### src/rtl/crack_ctrl.sv
// Brute-force candidate sequencer for a SHA-256 core: walks passwords in
// length-then-lexicographic order, feeds each to the core and compares digests.
//
// state | meaning
// IDLE  | waiting for start, core held in reset
// CRST  | one-cycle core reset between candidates
// FEED  | one candidate byte per cycle, char 0 first
// WAIT  | end-of-message held, waiting for the core digest
// CMP   | count attempt, compare registered digest with target
// NEXT  | odometer step to the next candidate
// FOUND | match latched, holds until start/abort
// EXH   | search space exhausted, holds until start/abort
// ERR   | core overflow reported, holds until start/abort
module crack_ctrl #(
   parameter int          MAX_LEN      = 8,
   parameter int          CHARSET_SIZE = 26,
   parameter logic [7:0]  CHAR_BASE    = 8'h61
) (
   input  logic                   clk_i,
   input  logic                   reset_i,
   input  logic                   start_i,
   input  logic                   abort_i,
   input  logic [255:0]           target_hash_i,
   input  logic [3:0]             cfg_max_len_i,
   output logic                   sha_rst_o,
   output logic                   byte_rdy_o,
   output logic                   byte_stop_o,
   output logic [7:0]             data_in_o,
   input  logic                   hash_done_i,
   input  logic [255:0]           hash_digest_i,
   input  logic                   overflow_err_i,
   output logic                   busy_o,
   output logic                   found_o,
   output logic                   exhausted_o,
   output logic                   err_o,
   output logic [8*MAX_LEN-1:0]   found_pwd_o,
   output logic [3:0]             found_len_o,
   output logic [31:0]            attempts_o
);

   localparam int SW = (CHARSET_SIZE > 1) ? $clog2(CHARSET_SIZE) : 1;
   localparam logic [SW-1:0] SYM_LAST = SW'(CHARSET_SIZE - 1);
   localparam logic [3:0] MAX_LEN_C = 4'(MAX_LEN);

   typedef enum logic [3:0] {
      S_IDLE, S_CRST, S_FEED, S_WAIT, S_CMP, S_NEXT, S_FOUND, S_EXH, S_ERR
   } state_t;

   state_t                 state_q, state_d;
   logic [255:0]           target_q, target_d;
   logic [255:0]           digest_q, digest_d;
   logic [3:0]             max_q, max_d;
   logic [3:0]             len_q, len_d;
   logic [3:0]             idx_q, idx_d;
   logic [SW-1:0]          sym_q [MAX_LEN];
   logic [SW-1:0]          sym_d [MAX_LEN];
   logic [31:0]            attempts_q, attempts_d;
   logic [8*MAX_LEN-1:0]   fpwd_q, fpwd_d;
   logic [3:0]             flen_q, flen_d;

   logic [SW-1:0]          inc_sym [MAX_LEN];
   logic                   inc_carry;
   logic [SW-1:0]          cur_sym;
   logic [8*MAX_LEN-1:0]   cand_pwd;
   logic [3:0]             clamp_len;
   logic                   start_ok;

   // Odometer: rightmost active symbol is least significant.
   always_comb begin
      inc_carry = 1'b1;
      for (int i = MAX_LEN - 1; i >= 0; i--) begin
         inc_sym[i] = sym_q[i];
         if ((4'(i) < len_q) && inc_carry) begin
            if (sym_q[i] == SYM_LAST) begin
               inc_sym[i] = '0;
            end else begin
               inc_sym[i] = sym_q[i] + 1'b1;
               inc_carry  = 1'b0;
            end
         end
      end
   end

   always_comb begin
      cur_sym  = '0;
      cand_pwd = '0;
      for (int i = 0; i < MAX_LEN; i++) begin
         if (4'(i) == idx_q) cur_sym = sym_q[i];
         if (4'(i) < len_q) cand_pwd[8*i +: 8] = CHAR_BASE + 8'(sym_q[i]);
      end
   end

   assign clamp_len = (cfg_max_len_i > MAX_LEN_C) ? MAX_LEN_C : cfg_max_len_i;
   assign start_ok  = start_i && ((state_q == S_IDLE) || (state_q == S_FOUND) ||
                                  (state_q == S_EXH)  || (state_q == S_ERR));

   always_comb begin
      state_d     = state_q;
      target_d    = target_q;
      digest_d    = digest_q;
      max_d       = max_q;
      len_d       = len_q;
      idx_d       = idx_q;
      sym_d       = sym_q;
      attempts_d  = attempts_q;
      fpwd_d      = fpwd_q;
      flen_d      = flen_q;
      sha_rst_o   = 1'b0;
      byte_rdy_o  = 1'b0;
      byte_stop_o = 1'b0;
      data_in_o   = 8'h00;

      case (state_q)
         S_CRST: begin
            idx_d   = '0;
            state_d = S_FEED;
         end
         S_FEED: begin
            sha_rst_o  = 1'b1;
            byte_rdy_o = 1'b1;
            data_in_o  = CHAR_BASE + 8'(cur_sym);
            if (overflow_err_i) begin
               state_d = S_ERR;
            end else if (idx_q == len_q - 4'd1) begin
               state_d = S_WAIT;
            end else begin
               idx_d = idx_q + 4'd1;
            end
         end
         S_WAIT: begin
            sha_rst_o   = 1'b1;
            byte_stop_o = 1'b1;
            if (overflow_err_i) begin
               state_d = S_ERR;
            end else if (hash_done_i) begin
               digest_d = hash_digest_i;
               state_d  = S_CMP;
            end
         end
         S_CMP: begin
            if (attempts_q != 32'hFFFF_FFFF) attempts_d = attempts_q + 32'd1;
            if (digest_q == target_q) begin
               fpwd_d  = cand_pwd;
               flen_d  = len_q;
               state_d = S_FOUND;
            end else begin
               state_d = S_NEXT;
            end
         end
         S_NEXT: begin
            if (!inc_carry) begin
               sym_d   = inc_sym;
               state_d = S_CRST;
            end else if (({1'b0, len_q} + 5'd1) > {1'b0, max_q}) begin
               // len is left alone here so it never wraps when MAX_LEN is 15
               state_d = S_EXH;
            end else begin
               len_d = len_q + 4'd1;
               for (int i = 0; i < MAX_LEN; i++) sym_d[i] = '0;
               state_d = S_CRST;
            end
         end
         default: ;
      endcase

      if (start_ok) begin
         target_d   = target_hash_i;
         max_d      = clamp_len;
         attempts_d = '0;
         len_d      = 4'd1;
         for (int i = 0; i < MAX_LEN; i++) sym_d[i] = '0;
         fpwd_d     = '0;
         flen_d     = '0;
         state_d    = (clamp_len == 4'd0) ? S_EXH : S_CRST;
      end

      if (abort_i) begin
         fpwd_d  = '0;
         flen_d  = '0;
         state_d = S_IDLE;
      end
   end

   always_ff @(posedge clk_i) begin
      if (!reset_i) begin
         state_q    <= S_IDLE;
         target_q   <= '0;
         digest_q   <= '0;
         max_q      <= '0;
         len_q      <= 4'd1;
         idx_q      <= '0;
         for (int i = 0; i < MAX_LEN; i++) sym_q[i] <= '0;
         attempts_q <= '0;
         fpwd_q     <= '0;
         flen_q     <= '0;
      end else begin
         state_q    <= state_d;
         target_q   <= target_d;
         digest_q   <= digest_d;
         max_q      <= max_d;
         len_q      <= len_d;
         idx_q      <= idx_d;
         sym_q      <= sym_d;
         attempts_q <= attempts_d;
         fpwd_q     <= fpwd_d;
         flen_q     <= flen_d;
      end
   end

   assign busy_o      = (state_q == S_CRST) || (state_q == S_FEED) || (state_q == S_WAIT) ||
                        (state_q == S_CMP)  || (state_q == S_NEXT);
   assign found_o     = (state_q == S_FOUND);
   assign exhausted_o = (state_q == S_EXH);
   assign err_o       = (state_q == S_ERR);
   assign found_pwd_o = fpwd_q;
   assign found_len_o = flen_q;
   assign attempts_o  = attempts_q;

endmodule

### config.mk
export PLATFORM = sky130hd
export DESIGN_NAME = crack_ctrl
export DESIGN_NICKNAME = d
export VERILOG_FILES = /design/src/rtl/crack_ctrl.sv
export SDC_FILE = /design/constraint.sdc
export NUM_CORES = 2
export LEC_CHECK = 0
export ABC_AREA = 1
export CAP_MARGIN = 20
export CELL_PAD_IN_SITES_DETAIL_PLACEMENT = 0
export CELL_PAD_IN_SITES_GLOBAL_PLACEMENT = 1
export CORE_ASPECT_RATIO = 0.7
export CORE_MARGIN = 2
export CORE_UTILIZATION = 25
export CTS_CLUSTER_DIAMETER = 80
export DETAILED_ROUTE_END_ITERATION = 10
export GPL_ROUTABILITY_DRIVEN = 0
export MAX_ROUTING_LAYER = met4
export PLACE_DENSITY_LB_ADDON = 0.1
export SETUP_SLACK_MARGIN = 0.02
export SYNTH_ARGS = -nofsm -noshare
export SYNTH_HDL_FRONTEND = slang
export SYNTH_SLANG_ARGS = --single-unit
### constraint.sdc
create_clock -name clk_i -period 6.2 [get_ports clk_i]
set_input_delay 0.62 -clock clk_i [delete_from_list [all_inputs] [get_ports clk_i]]
set_output_delay 0.62 -clock clk_i [all_outputs]
set_load 0.05 [all_outputs]
==> results.md <==
- Post-CTS setup buffer count: 0
- Crit Path Max Fanout: 7
- DRC violations left: 0
- Cell Pwr Density: 272 mW/mm2
- Cts hold-fix bufs: 0
- Core Rows: 106
- Top-count cell post-synth: nor2_1
- I/O pins: 637
- Minimum clock period: 4.82 ns
- Post-synth top cells: nor2_1 (1050), nand2_1 (786), dfxtp_1 (668), o21ai_0 (551), inv_1 (409)
- DR iter-0 viols: 1434
- Final WL: 119000 um
- RSZ-0062 raised after global routing: false
- Hold Slack: 0.461 ns
- CP endpoint kind: primary output
- Worst EP required: 5.58 ns
- Post-synth EDFFs: 0
- # clock sinks: 668
- Relative slew slack: 5.94%
- Crit Path Class: register to primary output
- Worst-Skew Late Latency: 0.67 ns
- Final ANT Viol Nets: 0
- Die Ht: 295 um
- Synth Area per Inst: 6.81 um2
- Final Skew: 0.0259 ns
- Die ar.: 0.123 mm2
- Fillcell total: 12964
- Peak VDD IR: 0.168 mV
- Total of max-cap violations: 0
- Starting Density: 25.2%
- Element type at the critical path start: register
- GRT Util Overall: 19.4%
- WL per Instance: 17.8 um
- Final worst-path cycle share: 77.7%
- Pre-Repair DR Iteration Count: 5
- Initial antenna violation count: 56
- Mapped Area: 0.0302 mm2
- Finished Core Util: 34.1%
- Outcome: finished, final reports clean
- Largest net degree at the start of global routing: 182
- Top post-synthesis cells by area: dfxtp_1 (44%), nor2_1 (13%), nand2_1 (9.8%), o21ai_0 (9.1%), a21oi_1 (5.6%)
- H-Tree Depth: 3
- Final setup viols: 0
- Clock root buffer: clkbuf_16
- Hold Crit Class: register to register
- Hpwl dp: 84700 um
- Clk slew on worst S/H paths: 0.06 ns
- Layout cell share with drive strength beyond 1: 4.07%
- Gate Count Post-Synth: 4426
- Worst-path cell chain: inv_1, ha_1, inv_1, nor2_1, inv_1, o21ai_0, nand3b_1, nand2_1, a21oi_1, ha_1, inv_1, nor2_1, a21oi_1, nor2_1, clkdlybuf4s50_1
- Vias in the first global route: 27984
- Synth cell types: 43
- Slowest cell delay on critical path: 0.80 ns
- Crit path buf inv count: 5
- Post-DP Area: 0.0380 mm2
- Setup TNS: 0 ns
- Vias/cell: 4.31
- Remaining global-route overflow: 0
- Post-synth top area cell: dfxtp_1
- Post-route cell area: 0.0408 mm2
- Core area: 0.119 mm2
- Fmax: 208 MHz
- Critical path arrival: 4.20 ns
- Yosys reg bits: 668
- Final Hold Fails: 0
- # port buffers: 636
- Lkg Pwr: 0.0169 uW
- Die Width: 419 um
- Syn. warnings: 0
- # resized after CTS: 0
- Worst Max-Slew Pin Slew: 1.41 ns
- Most used cell, CP: inv_1
- Clock buffer depth: 3
- Vias post-DR: 28823
- Net Count, Synth: 4977
- Area Growth Syn to Fin: 35.2%
- CTS Buf Count: 79
- CTS tree: built
- Ys flop type: dfxtp_1
- Ys async rst share: 0%
- CP delay by family, top: buffers and inverters
- Layout Nets: 5503
- Slowest cell on the critical path: clkdlybuf4s50_1
- Slew Limit Fails: 0
- Sequential share of the synthesized area: 44.4%
- Yosys top cell area share: 44.4%
- Post-route total power: 11100 uW
- First-pass GRT wire length: 177000 um
[power by group]
part	switching, uW	leakage [uW]	internal [uW]
Combinational	853	0.0101	654
Sequential	140	0.00544	4530
Clock	2040	0.00133	2850
[through the flow]
step | worst slack [ns] | instances
floorplan | 2.19 | 4426
global placement | 2.20 | 6491
detailed placement | 2.08 | 6491
CTS | 1.33 | 6636
global route | 0.993 | 6683
finish | 1.38 | 6684
[cells in the final DEF, fill, tap and decap left out, types with 3 or more instances in the layout]
master and count:
a21oi_1 336, xnor2_1 13, ha_1 29, clkinv_1 4
clkbuf_16 80, nand4_1 18, nand2_2 7, o21ai_1 29
nor4_1 7, buf_12 6, dfxtp_1 668, buf_4 13
nor2_2 3, o21a_1 5, clkinv_2 17, nor3_1 33
inv_6 5, clkdlybuf4s50_1 635, inv_2 15, nand3_1 82
diode_2 48, clkbuf_1 16, nor2_1 1048, inv_1 408
nor3b_1 3, a211oi_1 3, a21oi_2 4, nand2_4 3
clkbuf_8 18, o21ai_0 551, nor2_4 5, bufinv_16 6
nand3_2 6, nand2_1 785, xor2_1 133
[path summary, 6_finish.rpt]
path | startpoint | endpoint | slack, ns | cells past startpoint
worst max-delay path | idx_q[1] | data_in_o[4] | 1.38 | 15
worst min-delay path | digest_q[212] | digest_q[212] | 0.46 | 2
worst max register to register | digest_q[190] | found_pwd_o[13] | 2.63 | 13
worst min register to register | digest_q[212] | digest_q[212] | 0.46 | 2
[logic make-up (layout without fill, tap and decap cells)]
| logic type | after synthesis | after routing | synth area share (%) |
|---|---|---|---|
| AOI/OAI and AO/OA | 936 | 936 | 15.8 |
| and+or+nand+nor | 2008 | 2008 | 26.3 |
| adders and majority gates | 29 | 29 | 1.20 |
| other | 0 | 48 | 0 |
| xor gates and xnor gates | 146 | 146 | 4.24 |
| buffers and inverters | 639 | 1229 | 8.14 |
| DFF | 668 | 668 | 44.4 |
[layout make-up]
type / count / area, um2 / area share [%]
clock buffers: 114 / 2310 / 5.67
inverters: 429 / 1620 / 3.98
diodes: 48 / 120 / 0.295
clock inverters: 31 / 370 / 0.909
repair buffers: 655 / 6590 / 16.2
well taps: 1620 / 2030 / 4.97
flip-flops and latches: 668 / 13400 / 32.8
multi-input cells: 3119 / 14400 / 35.2
[state kept, by name, indices dropped and copies added (netlist names)]
| name | cells |
|---|---|
| len_q | 4 |
| target_q | 256 |
| attempts_o | 32 |
| found_len_o | 4 |
| state_q | 4 |
| max_q | 4 |
| sym_q | 40 |
| found_pwd_o | 64 |
| idx_q | 4 |
| digest_q | 256 |
[worst min-delay path: stages, from the launching register on]
cell	delay (ns)
dfxtp_1	0.31
inv_2	0.05
a21oi_1	0.05
[layer usage]
layer,wire (um),GRT usage (%)
met3,6080,4.40
met1,56100,25.2
met4,2760,5.62
met5,0,-
met2,53700,30.2
Power figures use the tool's default switching activity.
